### src/rtl/wb_queue_if.sv
// Writeback offer channel: a producer presents {rdsel, data} results to wb_queue.
interface wb_queue_if;
  logic        wb_valid;
  logic [4:0]  wb_rdsel;
  logic [31:0] wb_data;
  logic        wb_ready;

  modport master (output wb_valid, wb_rdsel, wb_data, input wb_ready);
  modport slave  (input wb_valid, wb_rdsel, wb_data, output wb_ready);
endinterface

### src/rtl/wb_queue.sv
// Writeback queue between result producers and the register-file write port,
// with newest-entry forwarding lookup for the two read ports.
module wb_queue #(
  parameter int DEPTH = 4
) (
  input  logic                    clk,
  input  logic                    reset,
  wb_queue_if.slave               wb,
  output logic                    enrd,
  output logic [4:0]              rdsel,
  output logic [31:0]             rd,
  input  logic [4:0]              rs1sel,
  input  logic [4:0]              rs2sel,
  output logic                    fwd1_hit,
  output logic [31:0]             fwd1_data,
  output logic                    fwd2_hit,
  output logic [31:0]             fwd2_data,
  output logic [$clog2(DEPTH):0]  count
);

  localparam int AW = $clog2(DEPTH);
  localparam int CW = AW + 1;

  typedef struct packed {
    logic [4:0]  rdsel;
    logic [31:0] data;
  } entry_t;

  entry_t [DEPTH-1:0] mem_q;
  logic   [AW-1:0]    rd_ptr_q;
  logic   [AW-1:0]    wr_ptr_q;
  logic   [CW-1:0]    count_q;
  logic               push;
  logic               pop;
  entry_t             head;
  entry_t             slot;

  // Ready depends on occupancy alone, so a full queue refuses even while popping.
  assign wb.wb_ready = (count_q < CW'(DEPTH));
  assign pop         = (count_q != '0);
  // Writes to x0 complete the handshake but are dropped here.
  assign push        = wb.wb_valid && wb.wb_ready && (wb.wb_rdsel != 5'd0);

  assign head  = mem_q[rd_ptr_q];
  assign enrd  = pop;
  assign rdsel = head.rdsel;
  assign rd    = head.data;
  assign count = count_q;

  // NOTE: state registers use non-blocking assignments so every flop samples
  // pre-edge values regardless of statement order.
  always_ff @(posedge clk) begin
    if (reset) begin
      rd_ptr_q <= '0;
      wr_ptr_q <= '0;
      count_q  <= '0;
    end else begin
      if (push) wr_ptr_q <= wr_ptr_q + 1'b1;
      if (pop)  rd_ptr_q <= rd_ptr_q + 1'b1;
      count_q <= count_q + CW'(push) - CW'(pop);
    end
  end

  // NOTE: storage is not reset; slots are only observed while count covers them.
  always_ff @(posedge clk) begin
    if (push && !reset) mem_q[wr_ptr_q] <= '{rdsel: wb.wb_rdsel, data: wb.wb_data};
  end

  // Scan oldest to newest so the last match (closest to tail) wins.
  // NOTE: every output gets a default before the loop so no latch is inferred.
  always_comb begin
    fwd1_hit  = 1'b0;
    fwd1_data = '0;
    fwd2_hit  = 1'b0;
    fwd2_data = '0;
    slot      = '0;
    for (int i = 0; i < DEPTH; i++) begin
      if (CW'(i) < count_q) begin
        slot = mem_q[rd_ptr_q + AW'(i)];
        if ((rs1sel != 5'd0) && (slot.rdsel == rs1sel)) begin
          fwd1_hit  = 1'b1;
          fwd1_data = slot.data;
        end
        if ((rs2sel != 5'd0) && (slot.rdsel == rs2sel)) begin
          fwd2_hit  = 1'b1;
          fwd2_data = slot.data;
        end
      end
    end
  end

endmodule

### src/flat_wrapper.sv
// flat-port wrapper written by rule: the top's interface ports become plain ports
module wb_queue_flat 
#(
  parameter int DEPTH = 4
)
  (clk, reset, enrd, rdsel, rd, rs1sel, rs2sel, fwd1_hit, fwd1_data, fwd2_hit, fwd2_data, count, wb_wb_valid, wb_wb_rdsel, wb_wb_data, wb_wb_ready);
  wb_queue_if wb_i ();
  input  logic clk;
  input  logic reset;
  output logic enrd;
  output logic [4:0] rdsel;
  output logic [31:0] rd;
  input  logic [4:0] rs1sel;
  input  logic [4:0] rs2sel;
  output logic fwd1_hit;
  output logic [31:0] fwd1_data;
  output logic fwd2_hit;
  output logic [31:0] fwd2_data;
  output logic [$clog2(DEPTH):0] count;
  input wire logic [$bits(wb_i.wb_valid)-1:0] wb_wb_valid;
  input wire logic [$bits(wb_i.wb_rdsel)-1:0] wb_wb_rdsel;
  input wire logic [$bits(wb_i.wb_data)-1:0] wb_wb_data;
  output wire logic [$bits(wb_i.wb_ready)-1:0] wb_wb_ready;
  assign wb_i.wb_valid = wb_wb_valid;
  assign wb_i.wb_rdsel = wb_wb_rdsel;
  assign wb_i.wb_data = wb_wb_data;
  assign wb_wb_ready = wb_i.wb_ready;
  wb_queue #(.DEPTH(DEPTH)) u_core (.clk(clk), .reset(reset), .wb(wb_i), .enrd(enrd), .rdsel(rdsel), .rd(rd), .rs1sel(rs1sel), .rs2sel(rs2sel), .fwd1_hit(fwd1_hit), .fwd1_data(fwd1_data), .fwd2_hit(fwd2_hit), .fwd2_data(fwd2_data), .count(count));
endmodule
### config.mk
export PLATFORM = sky130hd
export DESIGN_NAME = wb_queue_flat
export DESIGN_NICKNAME = d
export VERILOG_FILES = /design/src/rtl/wb_queue_if.sv /design/src/rtl/wb_queue.sv /design/src/flat_wrapper.sv
export SDC_FILE = /design/constraint.sdc
export NUM_CORES = 1
export LEC_CHECK = 0
export CELL_PAD_IN_SITES_DETAIL_PLACEMENT = 1
export CELL_PAD_IN_SITES_GLOBAL_PLACEMENT = 1
export CORE_MARGIN = 1.5
export CORE_UTILIZATION = 45
export CTS_BUF_LIST = sky130_fd_sc_hd__clkbuf_16
export DETAILED_ROUTE_END_ITERATION = 7
export GPL_TIMING_DRIVEN = 0
export MAX_ROUTING_LAYER = met4
export PLACE_DENSITY = 0.87
export SYNTH_ARGS = -nofsm -noshare
export SYNTH_HDL_FRONTEND = slang
export SYNTH_SLANG_ARGS = --single-unit
### constraint.sdc
create_clock -name clk -period 8.4 [get_ports clk]
set_clock_uncertainty 0.05 [all_clocks]
set_input_delay 1.68 -clock clk [delete_from_list [all_inputs] [get_ports clk]]
set_output_delay 1.68 -clock clk [all_outputs]
set_load 0.005 [all_outputs]
==> impl_summary.md <==
Status
The flow ran to the end, and the final reports show no timing, DRC or antenna violations.

Clock network
After clock tree synthesis, the setup repair step added 0 buffers. The number of gates resized after CTS was 0. The CTS buffer count is 17. TritonCTS built the clock tree. The H-tree was split into 4 levels. The longest clock path from root to sink contains 2 buffers. The root buffer cell is clkbuf_16.

The clock reaches the later pin of the worst-skew pair after 0.43 ns. The clock-pin slew on the worst setup and hold paths is 0.06 ns. The count of clock tree sinks is approximately 160. The post-cts hold buffer count is 0.

Global route
The first global-routing pass estimated 62,000 um of wire. The total track usage is 32.3%. The final global-route overflow total is 0. The maximum number of pins on one net before global-route repair is 26. The number of antenna violations at the first check in global routing came to 2. The number of global-route vias before repair is 10,644.

Critical path
The signal arrival time at the worst endpoint is 5.03 ns. The maximum fanout count along the critical path is 10. The worst flop-to-flop path startpoint is u_core.rd_ptr_q[0].

The type of origin of the critical path is an input port. The worst setup path is of the in -> out kind. The worst setup path is captured at a primary output. For the worst setup path, the data required time is 6.67 ns. The startpoint of the most critical setup path is rs2sel[3].

Yosys
The synthesized netlist net count is around 1,100. The synthesized instance count is 1,034. In this run, distinct cell masters in the synthesized netlist total 46. Ranked by total cell area, the synthesized netlist is headed by edfxtp_1 (39%), mux2i_1 (22%), o221ai_1 (4.7%), mux4_2 (3.7%), nand2_1 (3.0%).

Averaged over all synthesized cells, the footprint is 11.1 um2. The count of flip-flops with a built-in enable after synthesis is ~150. After synthesis, the share of flip-flops with an asynchronous set or reset is 0%. The cell type with the largest total area after synthesis is edfxtp_1. The netlist area before placement is 11,500 um2.

In this run, synthesis produced a sequential element count of between 150 and 200. The share of synthesized area occupied by flip-flops and latches is 40.0%. By count the netlist is led by mux2i_1 (253), edfxtp_1 (148), nand2_1 (93), o221ai_1 (61). The most common cell in the netlist is mux2i_1. The top-area cell type share of the netlist area is 38.7%.

The yosys synthesis warning count is 0. The most frequently used flop master after synthesis is edfxtp_1.

STA
Setup slack on the critical path of the routed design comes to 1.64 ns. Based on the critical path, the design can be clocked at up to 148 MHz. Setup repair after global routing left no endpoint under its margin.

In this run the tightest slew margin relative to its limit is 28.1%. Setup violations remaining at the end of the flow were counted as 0. The share of the clock period used by the worst path is 80.5%. Counting I/O delays and the setup requirement, the final critical path takes ~6.8 ns. For the pin with the worst max-slew slack, the measured transition is 1.08 ns. The total count of hold-check failures in the final report is 0. The count of final max-slew check failures is 0. The final-layout setup total negative slack is 0 ns.

Floorplanning
For this configuration, the core starts out at a cell density of ~46%. The site row count is 58. The floorplan step set the die width to 163 um. The floorplan step defined a core boundary enclosing 25,100 um2. Pin placement for this block handled 158 I/O pins. The die covers between 20,000 and 30,000 um2. From bottom edge to top edge, the die measures 163 um.

Place
OpenSTA, run right after detailed placement, puts the worst setup slack at approximately 1.7 ns. Summing all placed instances gives a cell area of 13,500 um2. Port buffering added 148 buffers. The final estimated routing congestion in global placement is 0.915.

The post-DP HPWL is 29,200 um.

Cells and area
The area growth from synthesis to layout is 22.1%. Cells fill 55.8% of the core in the end. The number of nets in the finished design is 1,264. Summing all non-filler instances in the final layout gives an area of 14,000 um2. The layout cell share with drive strength beyond 1 is 13.3%.

Detailed routing
The routed length per placed instance is 26.7 um. The detailed-route vias per instance is roughly 6.5. For this block, the routed nets add up to roughly 41,000 um of wire. After detailed routing, the number of remaining DRC violations is 0. The first TritonRoute pass finished after 5 iterations. The detailed router finished its first iteration with between 900 and 1,000 violations.

The via count is about 10,000. The post-route antenna net violation count is 0.

Power
For this design the ratio of total power to cell area is 287 nW/um2. The net switching power figure is 1.72 mW. Of the total power, combinational logic draws 58.7%. VDD sags by at most roughly 0.19 mV.

The proportion of power drawn by the clock network is 18.2%. Cell internal power was estimated by the tool at 2.30 mW. The post-layout total power is 4.03 mW. The leakage power of the design is 5.10 nW. The sequential share of power is 23.2%. The switching share of power is between 40% and 50%.

Worst hold path
The start point of the worst hold path is u_core.wr_ptr_q[1]. The type of the most critical hold path is reg -> reg.

Job
Across the run, the number of max-cap violations was 0.
## per-stage QoR
| step | hold WS (ns) | cells |
|---|---|---|
| 6_report | 0.470 | 1551 |
| 5_1_grt | 0.501 | 1550 |
| 4_1_cts | 0.464 | 1548 |
| 3_5_place_dp | 0.456 | 1516 |
| 3_3_place_gp | 0.435 | 1512 |
| 2_1_floorplan | 0.419 | 1034 |
## power groups by stage
stage	sequential, mW	clock, mW	combinational [mW]
finish	0.933	0.731	2.36
global route	0.937	0.760	2.48
CTS	0.932	0.727	2.32
detailed placement	0.948	0	2.29
global placement	0.946	0	2.23
floorplan	0.938	0	1.45
## layout by cell type (no fill, tap or decap), drive strengths merged, types with 4 or more instances in the layout
cell and n:
dfxtp 7, clkbuf 62, buf 56, a221o 5, clkdlybuf4s50 148, xnor2 29
a21bo 32, mux2i 253, a22o 32, inv 52, ha 8, nand2 93
edfxtp 148, nor2b 4, mux2 12, nor3 62, a21boi 32, nor4 8
xor2 10, mux4 19, o221ai 61, nor2 36, nand3 4, and2 5
clkinvlp 4, a21oi 9
## final cells by class
cell class                      count  area (um2)
Antenna cell                        3        7.51
Buffer                             97         489
Clock buffer                       17         425
Clock inverter                     15         115
Fill cell                        2732       11100
Inverter                           44         165
Multi-Input combinational cell    738        6240
Sequential cell                   155        4580
Tap cell                          330         413
Timing Repair Buffer              152        1570
## metal layers
layer / part of all wire [%] / global-route usage (%) / routed length [um]
met1: 39 / 39.3 / 16300
met2: 48 / 51.5 / 19800
met3: 8.7 / 5.91 / 3610
met4: 4.2 / 16.3 / 1760
met5: 0 / - / 0
## critical path, stage by stage
cell and delay [ns]:
clkdlybuf4s50_1 0.62, inv_1 0.17, xnor2_1 0.21, nor4b_1 0.48, clkbuf_1 0.57, clkbuf_1 0.51, o221ai_1 0.28, clkdlybuf4s50_1 0.51
## kinds of logic (layout without fill, tap and decap cells)
family | after synthesis | in the layout | synth area share, %
multiplexers | 284 | 284 | 27.1
AND/OR/NAND/NOR | 225 | 225 | 9.62
AO/OA/AOI/OAI | 181 | 181 | 13.6
flip-flops | 155 | 155 | 40.0
buffers and inverters | 141 | 325 | 5.70
XOR/XNOR | 39 | 39 | 2.98
adder cells (fa/ha/maj) | 9 | 9 | 1.05
other | 0 | 3 | 0
## sequential cells by signal (all words and copies together), names as in the netlist
register and cells:
u_core.mem_q 148, u_core.wr_ptr_q 2, u_core.count 3, u_core.rd_ptr_q 2
## path summary, 6_finish.rpt
check	depth (start not counted)	slack, ns	endpoint
max reg2reg	7	5.75	u_core.rd_ptr_q[1]
min	2	0.47	u_core.wr_ptr_q[1]
min reg2reg	2	0.47	u_core.wr_ptr_q[1]
max	8	1.64	fwd2_data[27]
(Power assumes the default switching activity.)
